`src/rtl/reservation_station.sv`:
```
// Single-queue reservation station for the ALU pipe: buffers renamed ops, snoops the CDB for
// operands and issues the oldest fully-ready entry, at most one per cycle.
module reservation_station #(
    parameter int unsigned ROB_ADDR_WIDTH = 4,
    parameter int unsigned NUM_ENTRIES    = 4
) (
    input  logic                              clock,
    input  logic                              reset,
    input  logic                              flush,
    input  logic                              dispatch_valid,
    output logic                              dispatch_ready,
    input  logic [3:0]                        dispatch_alu_op,
    input  logic                              dispatch_src1_ready,
    input  logic [31:0]                       dispatch_src1_value,
    input  logic [ROB_ADDR_WIDTH-1:0]         dispatch_src1_tag,
    input  logic                              dispatch_src2_ready,
    input  logic [31:0]                       dispatch_src2_value,
    input  logic [ROB_ADDR_WIDTH-1:0]         dispatch_src2_tag,
    input  logic [ROB_ADDR_WIDTH-1:0]         dispatch_dest_tag,
    input  logic                              cdb_valid,
    input  logic [ROB_ADDR_WIDTH-1:0]         cdb_tag,
    input  logic [31:0]                       cdb_data,
    output logic                              issue_valid,
    input  logic                              issue_ready,
    output logic [3:0]                        issue_alu_op,
    output logic [31:0]                       issue_src1_value,
    output logic [31:0]                       issue_src2_value,
    output logic [ROB_ADDR_WIDTH-1:0]         issue_dest_tag,
    output logic [$clog2(NUM_ENTRIES+1)-1:0]  rs_occupancy
);
    localparam int unsigned IdxW = $clog2(NUM_ENTRIES);
    localparam int unsigned OccW = $clog2(NUM_ENTRIES + 1);
    localparam int unsigned TagW = ROB_ADDR_WIDTH;

    logic [NUM_ENTRIES-1:0] valid_q, valid_d;
    logic [NUM_ENTRIES-1:0] src1_rdy_q, src1_rdy_d, src2_rdy_q, src2_rdy_d;
    logic [3:0]             alu_op_q [NUM_ENTRIES];
    logic [3:0]             alu_op_d [NUM_ENTRIES];
    logic [31:0]            src1_val_q [NUM_ENTRIES];
    logic [31:0]            src1_val_d [NUM_ENTRIES];
    logic [31:0]            src2_val_q [NUM_ENTRIES];
    logic [31:0]            src2_val_d [NUM_ENTRIES];
    logic [TagW-1:0]        src1_tag_q [NUM_ENTRIES];
    logic [TagW-1:0]        src1_tag_d [NUM_ENTRIES];
    logic [TagW-1:0]        src2_tag_q [NUM_ENTRIES];
    logic [TagW-1:0]        src2_tag_d [NUM_ENTRIES];
    logic [TagW-1:0]        dest_tag_q [NUM_ENTRIES];
    logic [TagW-1:0]        dest_tag_d [NUM_ENTRIES];
    // older_q[i][j] set means entry i was dispatched before entry j
    logic [NUM_ENTRIES-1:0] older_q [NUM_ENTRIES];
    logic [NUM_ENTRIES-1:0] older_d [NUM_ENTRIES];
    logic [OccW-1:0]        occ_q, occ_d;

    logic [NUM_ENTRIES-1:0] cand, sel_oh;
    logic [IdxW-1:0]        sel_idx, alloc_idx;
    logic                   any_cand, any_free, dispatch_fire, issue_fire;

    always_comb begin
        cand     = valid_q & src1_rdy_q & src2_rdy_q;
        any_cand = |cand;
        sel_oh   = cand;
        for (int i = 0; i < NUM_ENTRIES; i++) begin
            for (int j = 0; j < NUM_ENTRIES; j++) begin
                if (cand[j] && older_q[j][i]) sel_oh[i] = 1'b0;
            end
        end
        sel_idx = '0;
        for (int i = 0; i < NUM_ENTRIES; i++) begin
            if (sel_oh[i]) sel_idx = IdxW'(i);
        end
        any_free  = |(~valid_q);
        alloc_idx = '0;
        for (int i = NUM_ENTRIES - 1; i >= 0; i--) begin
            if (!valid_q[i]) alloc_idx = IdxW'(i);
        end
    end

    always_comb begin
        dispatch_ready   = !reset && any_free;
        issue_valid      = any_cand && !flush;
        issue_alu_op     = issue_valid ? alu_op_q[sel_idx]   : '0;
        issue_src1_value = issue_valid ? src1_val_q[sel_idx] : '0;
        issue_src2_value = issue_valid ? src2_val_q[sel_idx] : '0;
        issue_dest_tag   = issue_valid ? dest_tag_q[sel_idx] : '0;
        rs_occupancy     = occ_q;
        issue_fire       = issue_valid && issue_ready;
        dispatch_fire    = dispatch_valid && dispatch_ready && !flush;
    end

    always_comb begin
        valid_d    = valid_q;
        src1_rdy_d = src1_rdy_q;
        src2_rdy_d = src2_rdy_q;
        alu_op_d   = alu_op_q;
        src1_val_d = src1_val_q;
        src2_val_d = src2_val_q;
        src1_tag_d = src1_tag_q;
        src2_tag_d = src2_tag_q;
        dest_tag_d = dest_tag_q;
        older_d    = older_q;
        occ_d      = '0;

        for (int i = 0; i < NUM_ENTRIES; i++) begin
            if (valid_q[i] && cdb_valid && !src1_rdy_q[i] && cdb_tag == src1_tag_q[i]) begin
                src1_rdy_d[i] = 1'b1;
                src1_val_d[i] = cdb_data;
            end
            if (valid_q[i] && cdb_valid && !src2_rdy_q[i] && cdb_tag == src2_tag_q[i]) begin
                src2_rdy_d[i] = 1'b1;
                src2_val_d[i] = cdb_data;
            end
        end

        if (issue_fire) valid_d[sel_idx] = 1'b0;

        if (dispatch_fire) begin
            valid_d[alloc_idx]    = 1'b1;
            alu_op_d[alloc_idx]   = dispatch_alu_op;
            src1_tag_d[alloc_idx] = dispatch_src1_tag;
            src2_tag_d[alloc_idx] = dispatch_src2_tag;
            dest_tag_d[alloc_idx] = dispatch_dest_tag;
            src1_rdy_d[alloc_idx] = dispatch_src1_ready;
            src1_val_d[alloc_idx] = dispatch_src1_value;
            src2_rdy_d[alloc_idx] = dispatch_src2_ready;
            src2_val_d[alloc_idx] = dispatch_src2_value;
            // Capture a broadcast of a not-yet-ready source in the dispatch cycle itself
            if (!dispatch_src1_ready && cdb_valid && cdb_tag == dispatch_src1_tag) begin
                src1_rdy_d[alloc_idx] = 1'b1;
                src1_val_d[alloc_idx] = cdb_data;
            end
            if (!dispatch_src2_ready && cdb_valid && cdb_tag == dispatch_src2_tag) begin
                src2_rdy_d[alloc_idx] = 1'b1;
                src2_val_d[alloc_idx] = cdb_data;
            end
            older_d[alloc_idx] = '0;
            for (int i = 0; i < NUM_ENTRIES; i++) begin
                if (IdxW'(i) != alloc_idx) older_d[i][alloc_idx] = 1'b1;
            end
        end

        if (flush) valid_d = '0;

        for (int i = 0; i < NUM_ENTRIES; i++) begin
            occ_d = occ_d + OccW'(valid_d[i]);
        end
    end

    always_ff @(posedge clock or posedge reset) begin
        if (reset) begin
            valid_q    <= '0;
            src1_rdy_q <= '0;
            src2_rdy_q <= '0;
            occ_q      <= '0;
            for (int i = 0; i < NUM_ENTRIES; i++) begin
                alu_op_q[i]   <= '0;
                src1_val_q[i] <= '0;
                src2_val_q[i] <= '0;
                src1_tag_q[i] <= '0;
                src2_tag_q[i] <= '0;
                dest_tag_q[i] <= '0;
                older_q[i]    <= '0;
            end
        end else begin
            valid_q    <= valid_d;
            src1_rdy_q <= src1_rdy_d;
            src2_rdy_q <= src2_rdy_d;
            occ_q      <= occ_d;
            alu_op_q   <= alu_op_d;
            src1_val_q <= src1_val_d;
            src2_val_q <= src2_val_d;
            src1_tag_q <= src1_tag_d;
            src2_tag_q <= src2_tag_d;
            dest_tag_q <= dest_tag_d;
            older_q    <= older_d;
        end
    end
endmodule

```
`config.mk`:
```
export PLATFORM = sky130hd
export DESIGN_NAME = reservation_station
export DESIGN_NICKNAME = d
export VERILOG_FILES = /design/src/rtl/reservation_station.sv
export SDC_FILE = /design/constraint.sdc
export NUM_CORES = 1
export LEC_CHECK = 0
export ABC_CLOCK_PERIOD_IN_PS = 15900
export CORE_MARGIN = 3
export CORE_UTILIZATION = 57
export CTS_BUF_LIST = sky130_fd_sc_hd__clkbuf_16
export CTS_CLUSTER_DIAMETER = 200
export DETAILED_ROUTE_END_ITERATION = 8
export GPL_TIMING_DRIVEN = 0
export PLACE_DENSITY_LB_ADDON = 0.25
export SYNTH_ARGS = -nofsm -noshare
export SYNTH_HDL_FRONTEND = slang
export SYNTH_SLANG_ARGS = --single-unit
```
`constraint.sdc`:
```
create_clock -name clock -period 15.9 [get_ports clock]
set_input_delay 4.77 -clock clock [delete_from_list [all_inputs] [get_ports clock]]
set_output_delay 4.77 -clock clock [all_outputs]
set_load 0.02 [all_outputs]
```
==> summary.md <==
| Metric | Value |
|---|---|
| Status | completed |
| Setup-failing EPs final | 0 |
| Global Route Usage Sum | a little under two fifths |
| Worst Hold Class | reg2reg |
| Post-route worst setup slack | about 3.9 ns |
| Crit share post-route | between 70% and 80% |
| Reg2reg path depth | 11 |
| CTS tree | built |
| I/O pin total | 201 |
| Largest net degree at the start of global routing | 128 |
| Remaining Overflow, GRT | 0 |
| Vias/cell | between 7 and 8 |
| Critical R2R Launch | valid_q[1] |
| FF-to-FF End | rs_occupancy[1] |
| Detailed-route wire length per cell | 27.0 um |
| Layout Cells excl Fill | about 2400 |
| Count of final max-slew check failures | 0 |
| HP Start | alu_op_q[9] |
| Ys async rst share | 100% |
| Clock slew at reported path FFs | 0.06 ns |
| Top cells by area, synth | dfrtp_1, o221a_2, or3_1, a22oi_1, nand2_1 |
| Chip height | 182 um |
| Detail Placement HPWL | 41300 um |
| Fin nets | 2072 |
| Worst-margin pin slew | 1.23 ns |
| Warnings from Yosys | 0 |
| Area grow syn2layout | 21.4% |
| Setup_tns | 0 ns |
| Layout cells sized above 1 | 17.4% |
| Placer Congestion | 0.970 |
| PD cells | between 100 and 150 mW/mm^2 |
| Placed Instances | between 2000 and 2500 |
| Std-Cell Rows | between 60 and 70 |
| WS Path Type | in2out |
| Syn Nets | roughly 1800 |
| Starting Density | 58.5% |
| IO Port Bufs | 199 |
| Fin crit period | 12.02 ns |
| Fin. Hold Viols | 0 |
| Max Clk Rate | 83.2 MHz |
| Primary FF master, synth | dfrtp_1 |
| R2r setup slk | 12.58 ns |
| DRT Pass-1 Iters | 9 |
| Post-route ant nets | 0 |
| Critical Path Source Type | primary input |
| Max H-tree Level | 2 |
| CP Max Fanout | 10 |
| DRT iter0 DRCs | ~2900 |
| Post-synthesis cell area | 0.0176 sq mm |
| Top cells by count, synth | dfrtp_1, or3_1, nand2_1 |
| Clock buffer depth | 3 |
| Initial antenna violation count | 4 |
| Leak | about 10 nW |
| Post-Syn Instances | 1704 |
| Die area | ~0.033 sq mm |
| Maxcap violations | 0 |
| CP required | 11.13 ns |
| Sink Count | 347 |
| Fill count | between 2000 and 2500 |
| Area leader, netlist | dfrtp_1 |
| DR vias | approximately 17000 |
| DRC Markers | 0 |
| CTS resizes | 0 |
| CTS buffer count | 38 |
| Fin Clk Skew | between 0.015 and 0.02 ns |
| Core area | 0.0300 sq mm |
| RSZ-0062 raised after global routing | false |
| Final WL | between 60000 and 70000 um |
| Post-synth EDFFs | 0 |
| Postcts setup bufs | 0 |
| Hold-critical path depth | 2 |
| Worst skew pair latency | 0.54 ns |
| Post-Place Setup Slack | 3.93 ns |
| Chip width | about 180 um |
| Yosys cell types | 58 |
| Post-synthesis register bit count | 347 |
| Critical path endpoint category | primary output |
| Seq/Total Area, Yosys | between 40% and 50% |
| Synth top area share | 49.4% |
| First-pass GRT wire length | 97100 um |
| Crit path arrival time | around 7.3 ns |
| Hold_buf cts | 0 |
| Mapped Avg Cell Area | between 10 and 15 sq um |
| Vias in the first global route | 16800 |
| WHS Endpoint | alu_op_q[9] |
| Slew margin rel. | between 10% and 20% |
| Power Total | ~2.3 mW |
| Root Buffer | clkbuf_16 |
| Worst VDD drop | 0.0000796 V |
| Cell with the most instances after synthesis | dfrtp_1 |
-- kinds of logic after synthesis --
family | count (synthesis) | synth area share [%]
fa+ha+maj | 3 | 0.256
buf+inv | 335 | 8.45
flops | 347 | 49.4
xor+xnor | 34 | 1.69
compound gates | 525 | 26.0
simple gates | 460 | 14.2
-- worst max path at each step --
| stage | start | to | slack, ns | cells past startpoint |
|---|---|---|---|---|
| 5_1_grt | flush | issue_src1_value[31] | 3.80 | 6 |
| 3_3_place_gp | reset | src2_val_q[14] | -2.67 | 2 |
| 3_5_place_dp | flush | issue_src1_value[0] | 3.93 | 6 |
| 4_1_cts | flush | issue_src1_value[0] | 3.93 | 6 |
| 2_1_floorplan | reset | asynchronous set/reset pin | 1.49 | 1 |
| 6_report | flush | issue_dest_tag[0] | 3.88 | 6 |
-- stage by stage --
stage	hold slack [ns]	utilization, %	area, sq um
3_5_place_dp	0.463	67.0	20100
4_1_cts	0.477	71.0	21300
6_report	0.477	71.0	21300
3_3_place_gp	0.458	66.8	20100
2_1_floorplan	0.446	-	17600
5_1_grt	0.504	71.0	21300
-- sequential cells by signal, summed over array words and instances, names as in the netlist, 6 cells and up, named ones only --
name	flops
src1_val_q	128
src2_val_q	128
alu_op_q	16
dest_tag_q	16
src1_tag_q	16
src2_tag_q	16
older_q	6
-- cell usage in the layout (no fill, tap or decap), drive strengths merged, types with 3 or more instances in the layout --
cell type,n
dfrtp,347
clkdlybuf4s50,199
or3,193
o221a,192
inv,182
nand2,180
a22oi,144
clkbuf,111
buf,94
a21oi,80
a222oi,64
o21ai,30
xnor2,26
nor2,19
nand3,14
clkinv,13
nand4,11
nor4,9
xor2,8
nor3,7
nor2b,4
nand2b,4
a21o,3
and4b,3
and4,3
bufinv,3
or2,3
-- power by group --
part	total (mW)	internal, mW	switching (mW)
sequential	1.10	1.01	0.0834
clock	0.879	0.511	0.369
combinational	0.334	0.176	0.157
-- cell type report --
| cell class | count | area [sq um] | share of cell area, % |
|---|---|---|---|
| plain buffers | 162 | 836 | 3.92 |
| repair buffers | 201 | 2050 | 9.59 |
| diodes | 2 | 5.00 | 0.0235 |
| inverters | 173 | 657 | 3.08 |
| multi-input cells | 1022 | 7410 | 34.7 |
| clock buffers | 41 | 1030 | 4.81 |
| flip-flops and latches | 347 | 8680 | 40.7 |
| well taps | 390 | 488 | 2.29 |
| clock inverters | 26 | 186 | 0.874 |
-- critical path: stages --
cell and delay (ns):
clkdlybuf4s50_1 0.65, a41o_1 0.13, buf_2 0.30, clkbuf_1 0.64
a21oi_1 0.16, clkdlybuf4s50_1 0.60
-- layer usage --
layer | part of all wire [%] | global-route usage (%) | vias to the layer above | wire length, um
li1 | - | - | 6894 | -
met1 | 36 | 49.9 | 8231 | 23200
met2 | 45 | 56.7 | 1487 | 29000
met3 | 14 | 10.8 | 242 | 8740
met4 | 4.5 | 17.8 | 4 | 2880
met5 | 0.041 | 0 | - | 26
Power figures use the tool's default switching activity.
